===== config.mk =====
export PLATFORM = sky130hd
export DESIGN_NAME = note_recorder
export DESIGN_NICKNAME = d
export VERILOG_FILES = /design/src/rtl/note_recorder.sv
export SDC_FILE = /design/constraint.sdc
export NUM_CORES = 2
export LEC_CHECK = 0
export BUFFER_PORTS_ARGS = -buffer_cell sky130_fd_sc_hd__buf_2
export CAP_MARGIN = 30
export CORE_MARGIN = 5
export CORE_UTILIZATION = 34
export CTS_CLUSTER_SIZE = 28
export DETAILED_ROUTE_END_ITERATION = 8
export MAX_ROUTING_LAYER = met4
export SYNTH_ARGS = -nofsm -noshare
export SYNTH_HDL_FRONTEND = slang
export SYNTH_SLANG_ARGS = --single-unit

===== constraint.sdc =====
create_clock -name sys_CLK -period 5.2 [get_ports sys_CLK]
set_input_delay 0.26 -clock sys_CLK [delete_from_list [all_inputs] [get_ports sys_CLK]]
set_output_delay 0.26 -clock sys_CLK [all_outputs]
set_load 0.05 [all_outputs]

===== src/rtl/note_recorder.sv =====
// Run-length note recorder/sequencer feeding the tone generator's note-select input.
// Records (note, duration-in-ticks) pairs and replays them as a registered note stream.
module note_recorder #(
  parameter int unsigned DEPTH  = 64,
  parameter int unsigned NOTE_W = 5,
  parameter int unsigned DUR_W  = 6,
  localparam int unsigned LEN_W  = $clog2(DEPTH + 1),
  localparam int unsigned ADDR_W = (DEPTH > 1) ? $clog2(DEPTH) : 1
) (
  input  logic              sys_CLK,
  input  logic              reset,
  input  logic              tick,
  input  logic [NOTE_W-1:0] live_note,
  input  logic              rec,
  input  logic              play,
  output logic [NOTE_W-1:0] note,
  output logic              recording,
  output logic              playing,
  output logic              full,
  output logic              done,
  output logic [LEN_W-1:0]  rec_len
);

  localparam int unsigned ENT_W = NOTE_W + DUR_W;
  localparam logic [DUR_W-1:0] DUR_MAX = '1;
  localparam logic [LEN_W-1:0] DEPTH_L = LEN_W'(DEPTH);

  typedef enum logic [1:0] {StIdle, StRec, StPlay} state_e;

  state_e              state_q, state_d;
  logic [NOTE_W-1:0]   note_q, note_d;
  logic [NOTE_W-1:0]   cur_note_q, cur_note_d;
  logic [DUR_W-1:0]    dur_q, dur_d;
  logic [DUR_W-1:0]    remain_q, remain_d;
  logic [LEN_W-1:0]    rec_len_q, rec_len_d;
  logic [ADDR_W-1:0]   rd_q, rd_d;
  logic                full_q, full_d;
  logic                done_q, done_d;

  logic [ENT_W-1:0]    mem [DEPTH];

  logic                we_a, we_b;
  logic [ADDR_W-1:0]   addr_a, addr_b;
  logic [ENT_W-1:0]    data_a, data_b;
  logic [NOTE_W-1:0]   run_note;
  logic [DUR_W-1:0]    run_dur;
  logic [LEN_W-1:0]    len;
  logic [ADDR_W-1:0]   rd_inc;
  logic [LEN_W-1:0]    rd_inc_len;

  assign rd_inc     = rd_q + ADDR_W'(1);
  assign rd_inc_len = LEN_W'(rd_q) + LEN_W'(1);

  always_comb begin
    state_d    = state_q;
    rec_len_d  = rec_len_q;
    rd_d       = rd_q;
    remain_d   = remain_q;
    cur_note_d = cur_note_q;
    dur_d      = dur_q;
    full_d     = full_q;
    done_d     = 1'b0;
    we_a       = 1'b0;
    we_b       = 1'b0;
    addr_a     = rec_len_q[ADDR_W-1:0];
    addr_b     = '0;
    data_a     = {cur_note_q, dur_q};
    data_b     = '0;
    run_note   = cur_note_q;
    run_dur    = dur_q;
    len        = rec_len_q;

    unique case (state_q)
      StIdle: begin
        if (rec) begin
          state_d   = StRec;
          rec_len_d = '0;
          full_d    = 1'b0;
          dur_d     = '0;
        end else if (play && (rec_len_q != '0)) begin
          state_d  = StPlay;
          rd_d     = '0;
          remain_d = mem[0][DUR_W-1:0];
        end
      end

      StRec: begin
        // The tick is applied first so a tick on the rec falling edge lands in the committed run.
        if (tick) begin
          if (dur_q == '0) begin
            run_note = live_note;
            run_dur  = DUR_W'(1);
          end else if ((live_note == cur_note_q) && (dur_q != DUR_MAX)) begin
            run_dur = dur_q + DUR_W'(1);
          end else begin
            we_a     = 1'b1;
            len      = rec_len_q + LEN_W'(1);
            run_note = live_note;
            run_dur  = DUR_W'(1);
          end
        end
        if (we_a && (len == DEPTH_L)) begin
          full_d  = 1'b1;
          state_d = StIdle;
          run_dur = '0;
        end else if (!rec) begin
          state_d = StIdle;
          if (run_dur != '0) begin
            we_b   = 1'b1;
            addr_b = len[ADDR_W-1:0];
            data_b = {run_note, run_dur};
            len    = len + LEN_W'(1);
            full_d = (len == DEPTH_L);
          end
        end
        cur_note_d = run_note;
        dur_d      = run_dur;
        rec_len_d  = len;
      end

      StPlay: begin
        if (!play) begin
          state_d = StIdle;
        end else if (tick) begin
          if (remain_q > DUR_W'(1)) begin
            remain_d = remain_q - DUR_W'(1);
          end else if (rd_inc_len == rec_len_q) begin
            state_d = StIdle;
            done_d  = 1'b1;
          end else begin
            rd_d     = rd_inc;
            remain_d = mem[rd_inc][DUR_W-1:0];
          end
        end
      end

      default: state_d = StIdle;
    endcase

    // Looking at the next state/pointer keeps note exactly one cycle behind the decision.
    note_d = (state_d == StPlay) ? mem[rd_d][ENT_W-1:DUR_W] : live_note;
  end

  always_ff @(posedge sys_CLK) begin
    if (reset) begin
      state_q    <= StIdle;
      note_q     <= '0;
      rec_len_q  <= '0;
      rd_q       <= '0;
      remain_q   <= '0;
      cur_note_q <= '0;
      dur_q      <= '0;
      full_q     <= 1'b0;
      done_q     <= 1'b0;
    end else begin
      state_q    <= state_d;
      note_q     <= note_d;
      rec_len_q  <= rec_len_d;
      rd_q       <= rd_d;
      remain_q   <= remain_d;
      cur_note_q <= cur_note_d;
      dur_q      <= dur_d;
      full_q     <= full_d;
      done_q     <= done_d;
    end
  end

  // Contents are deliberately left unreset; rec_len alone decides what is valid.
  always_ff @(posedge sys_CLK) begin
    if (we_a) mem[addr_a] <= data_a;
    if (we_b) mem[addr_b] <= data_b;
  end

  assign note      = note_q;
  assign recording = (state_q == StRec);
  assign playing   = (state_q == StPlay);
  assign full      = full_q;
  assign done      = done_q;
  assign rec_len   = rec_len_q;

endmodule

==> metrics <==
Reg-to-Reg Start dur_q[4]; share of layout cells above drive strength 1 28.5%; Final HPWL DP 86300 um; Yosys cell types 79; final slew viol count 0; PortBufs 25; total CTS buffers 77; M1 GR Usage 29.4%; Worst Setup Start Kind flip-flop; Setup Viol. Count Final 0; Max-cap violations 0; CP endpoint kind flip-flop; initial drt markers 3968; register bit total from synthesis 743; clk_skew 0.0188 ns; r2r endpoint mem[60][2]; maximum vdd drop 0.000204 V; Die ar. 122000 sq um; Seq/Total Area, Yosys 56.2%; largest net degree at the start of global routing 67; router iterations before antenna repair 6; GR met2 Demand/Resource 33.3%; CP startpoint dur_q[4]; reg2reg setup slack 0.32 ns; Detailed Route WL 135000 um; Final Critical Period 4.88 ns; RSZ-0062 raised after global routing no; setup_tns 0 ns; Area contributors post-synth edfxtp_1, mux2_2, mux4_2; final net count 3157; Hold Startpoint live_note[0]; Initial Utilization 34.2%; multiplexer share of the synthesized area 21.1%; critical path type reg -> reg; Async SR Flop Fraction 0%; largest family of logic cells by synthesized area multiplexers; clk_lat worst skew 0.66 ns; post-route clock period utilization 93.9%; status complete, no violations; Min-Delay Path Class in -> reg; crit path capture mem[60][2]; root buf cell clkbuf_16; Max Clock Freq 205 MHz; clock sinks 743; Ys Warns 0; # DRC 0; detailed-route vias per instance 5.87; All-Layer GR Usage 22.3%; Core Region 114000 sq um; WP data arrival 5.40 ns; CTS tree yes; Congestion Overflow GR 0; Placed Cells 4568; Layout Utilization 38.7%; Placer Congestion 1.03; Slew headroom 28.8%; DRT antenna net count 0; Power Dens Cells 280 nW/um^2; # rows 124; WL per Instance 28.7 um; Compound-Gate Fraction of Synth Area 8.86%; Synth Area in Adders 0.321%; Main synth FF type edfxtp_1; r2r worst-path depth 14; mapped cell area 39000 sq um; Synth top area share 54.2%; Die W 349 um; GR peak layer met2; Die Y 349 um; H-tree depth 3; clk buf depth 3; syn_nets 3177; synth-to-layout area growth 13.1%; Yosys top cell by area edfxtp_1; Required @ worst endpoint 5.72 ns; vias in the first global route 26.3k; Fin. Hold Viols 0; Synth Area in Simple Gates 8.70%; met3 usage 3.95%; Vias 27.7k; first-pass GRT wire length 193000 um; Tightest Pin Transition 1.06 ns; cells after synthesis 3157; antenna violations before repair 15; LEAKAGE 14.6 nW; CP max FO 39; Synth Area in XOR/XNOR 0.984%; clock-pin slew on the worst setup and hold paths 0.06 ns; number of top-level pins 26; mean post-synth cell area 12.4 sq um; Layout Cells excl Fill 4722; EDFF count, synth 704
## through the flow
step	setup slack [ns]	hold WS (ns)	power, mW	cell area (sq um)
6_report	0.317	0.0616	12.3	44100
4_1_cts	0.404	0.0363	12.4	44100
3_5_place_dp	0.442	0.468	6.92	41600
2_1_floorplan	0.703	0.385	6.81	39000
5_1_grt	0.0882	0.0858	12.7	44100
3_3_place_gp	0.415	0.457	6.92	41500
## logic make-up (layout without fill, tap and decap cells)
logic type	after synthesis	after routing
compound gates	572	572
xor+xnor	43	43
fa+ha+maj	10	10
buf+inv	368	413
flops	743	743
mux	620	620
other cells	0	8
simple gates	801	801
## report_power, final
part	leakage, nW	switching (mW)	total [mW]	internal, mW
Combinational	6.73	0.203	0.310	0.107
Clock	1.20	2.48	5.54	3.06
Sequential	6.69	0.0102	6.49	6.48
## cells in the final DEF (no fill, tap or decap), types with 25 or more instances in the layout
cell / n
o21ai_0: 302
a32oi_1: 27
mux2_2: 347
nor2_1: 125
buf_4: 211
mux4_2: 126
o22ai_1: 52
nand3_1: 68
dfxtp_1: 29
clkbuf_16: 77
mux2i_1: 144
a21oi_1: 50
edfxtp_1: 704
buf_2: 25
nand2_1: 499
## cells in the mapped netlist (7+ instances only)
| master | count |
|---|---|
| mux2i_1 | 144 |
| xor2_1 | 15 |
| inv_1 | 14 |
| edfxtp_1 | 704 |
| o221ai_1 | 7 |
| or3_1 | 7 |
| o22ai_1 | 52 |
| xnor2_1 | 27 |
| a21oi_1 | 50 |
| ha_1 | 10 |
| a32oi_1 | 27 |
| buf_1 | 40 |
| and3_1 | 16 |
| a211oi_1 | 9 |
| a22oi_1 | 10 |
| mux2_2 | 347 |
| buf_4 | 10 |
| and2_1 | 9 |
| dfxtp_1 | 39 |
| nand2_1 | 502 |
| clkbuf_1 | 232 |
| a31o_2 | 7 |
| o21ai_0 | 312 |
| nand3_1 | 68 |
| nor2_1 | 125 |
| nand4_1 | 14 |
| a31oi_1 | 24 |
| mux4_2 | 126 |
| o21ai_2 | 9 |
| buf_2 | 67 |
| nor3_1 | 20 |
## worst min-delay path by stage
stage / endpoint / slack, ns / cells after the start
4_1_cts: cur_note_q[0] / 0.04 / 4
6_report: cur_note_q[0] / 0.06 / 4
5_1_grt: cur_note_q[3] / 0.09 / 4
3_3_place_gp: full / 0.46 / 2
3_5_place_dp: full / 0.47 / 2
2_1_floorplan: note[4] / 0.39 / 2
## area by class of cell
class | count | area [sq um]
multi-input cells | 2046 | 15700
flip-flops and latches | 743 | 22000
clock buffers | 92 | 1980
fillers | 10872 | 70000
inverters | 17 | 63.8
repair buffers | 252 | 2020
diodes | 8 | 20.0
well taps | 1512 | 1890
clock inverters | 52 | 472
## routing by layer
layer	share of wire, %	vias up
met3	11	305
met2	45	1697
met1	39	13863
met4	5.4	0
met5	0	-
li1	-	11856
## what timing repair did
action	4_1_cts	5_1_grt
hold buffers	2	0
endpoints found under the setup margin	0	5
gates resized for setup	0	1
hold endpoints to repair	2	0
buffers inserted	0	0
## flip-flops by register name, indices dropped and copies added, names as in the netlist, 2 cells and up
register,cells
mem,704
rec_len,7
dur_q,6
rd_q,6
remain_q,6
cur_note_q,5
note,5
state_q,2
## worst max-delay path: stages, from the launching register on
cell and delay (ns):
dfxtp_4 0.67, nand2_1 0.20, o311a_4 0.44, a21oi_1 0.18, buf_4 0.18, xnor2_1 0.18, inv_1 0.13, ha_1 0.20
nand3_1 0.11, nor2_1 0.07, buf_4 0.18, nor4_2 0.73, and2_2 0.78, buf_4 0.46, mux2_2 0.22
Power figures use the tool's default switching activity.
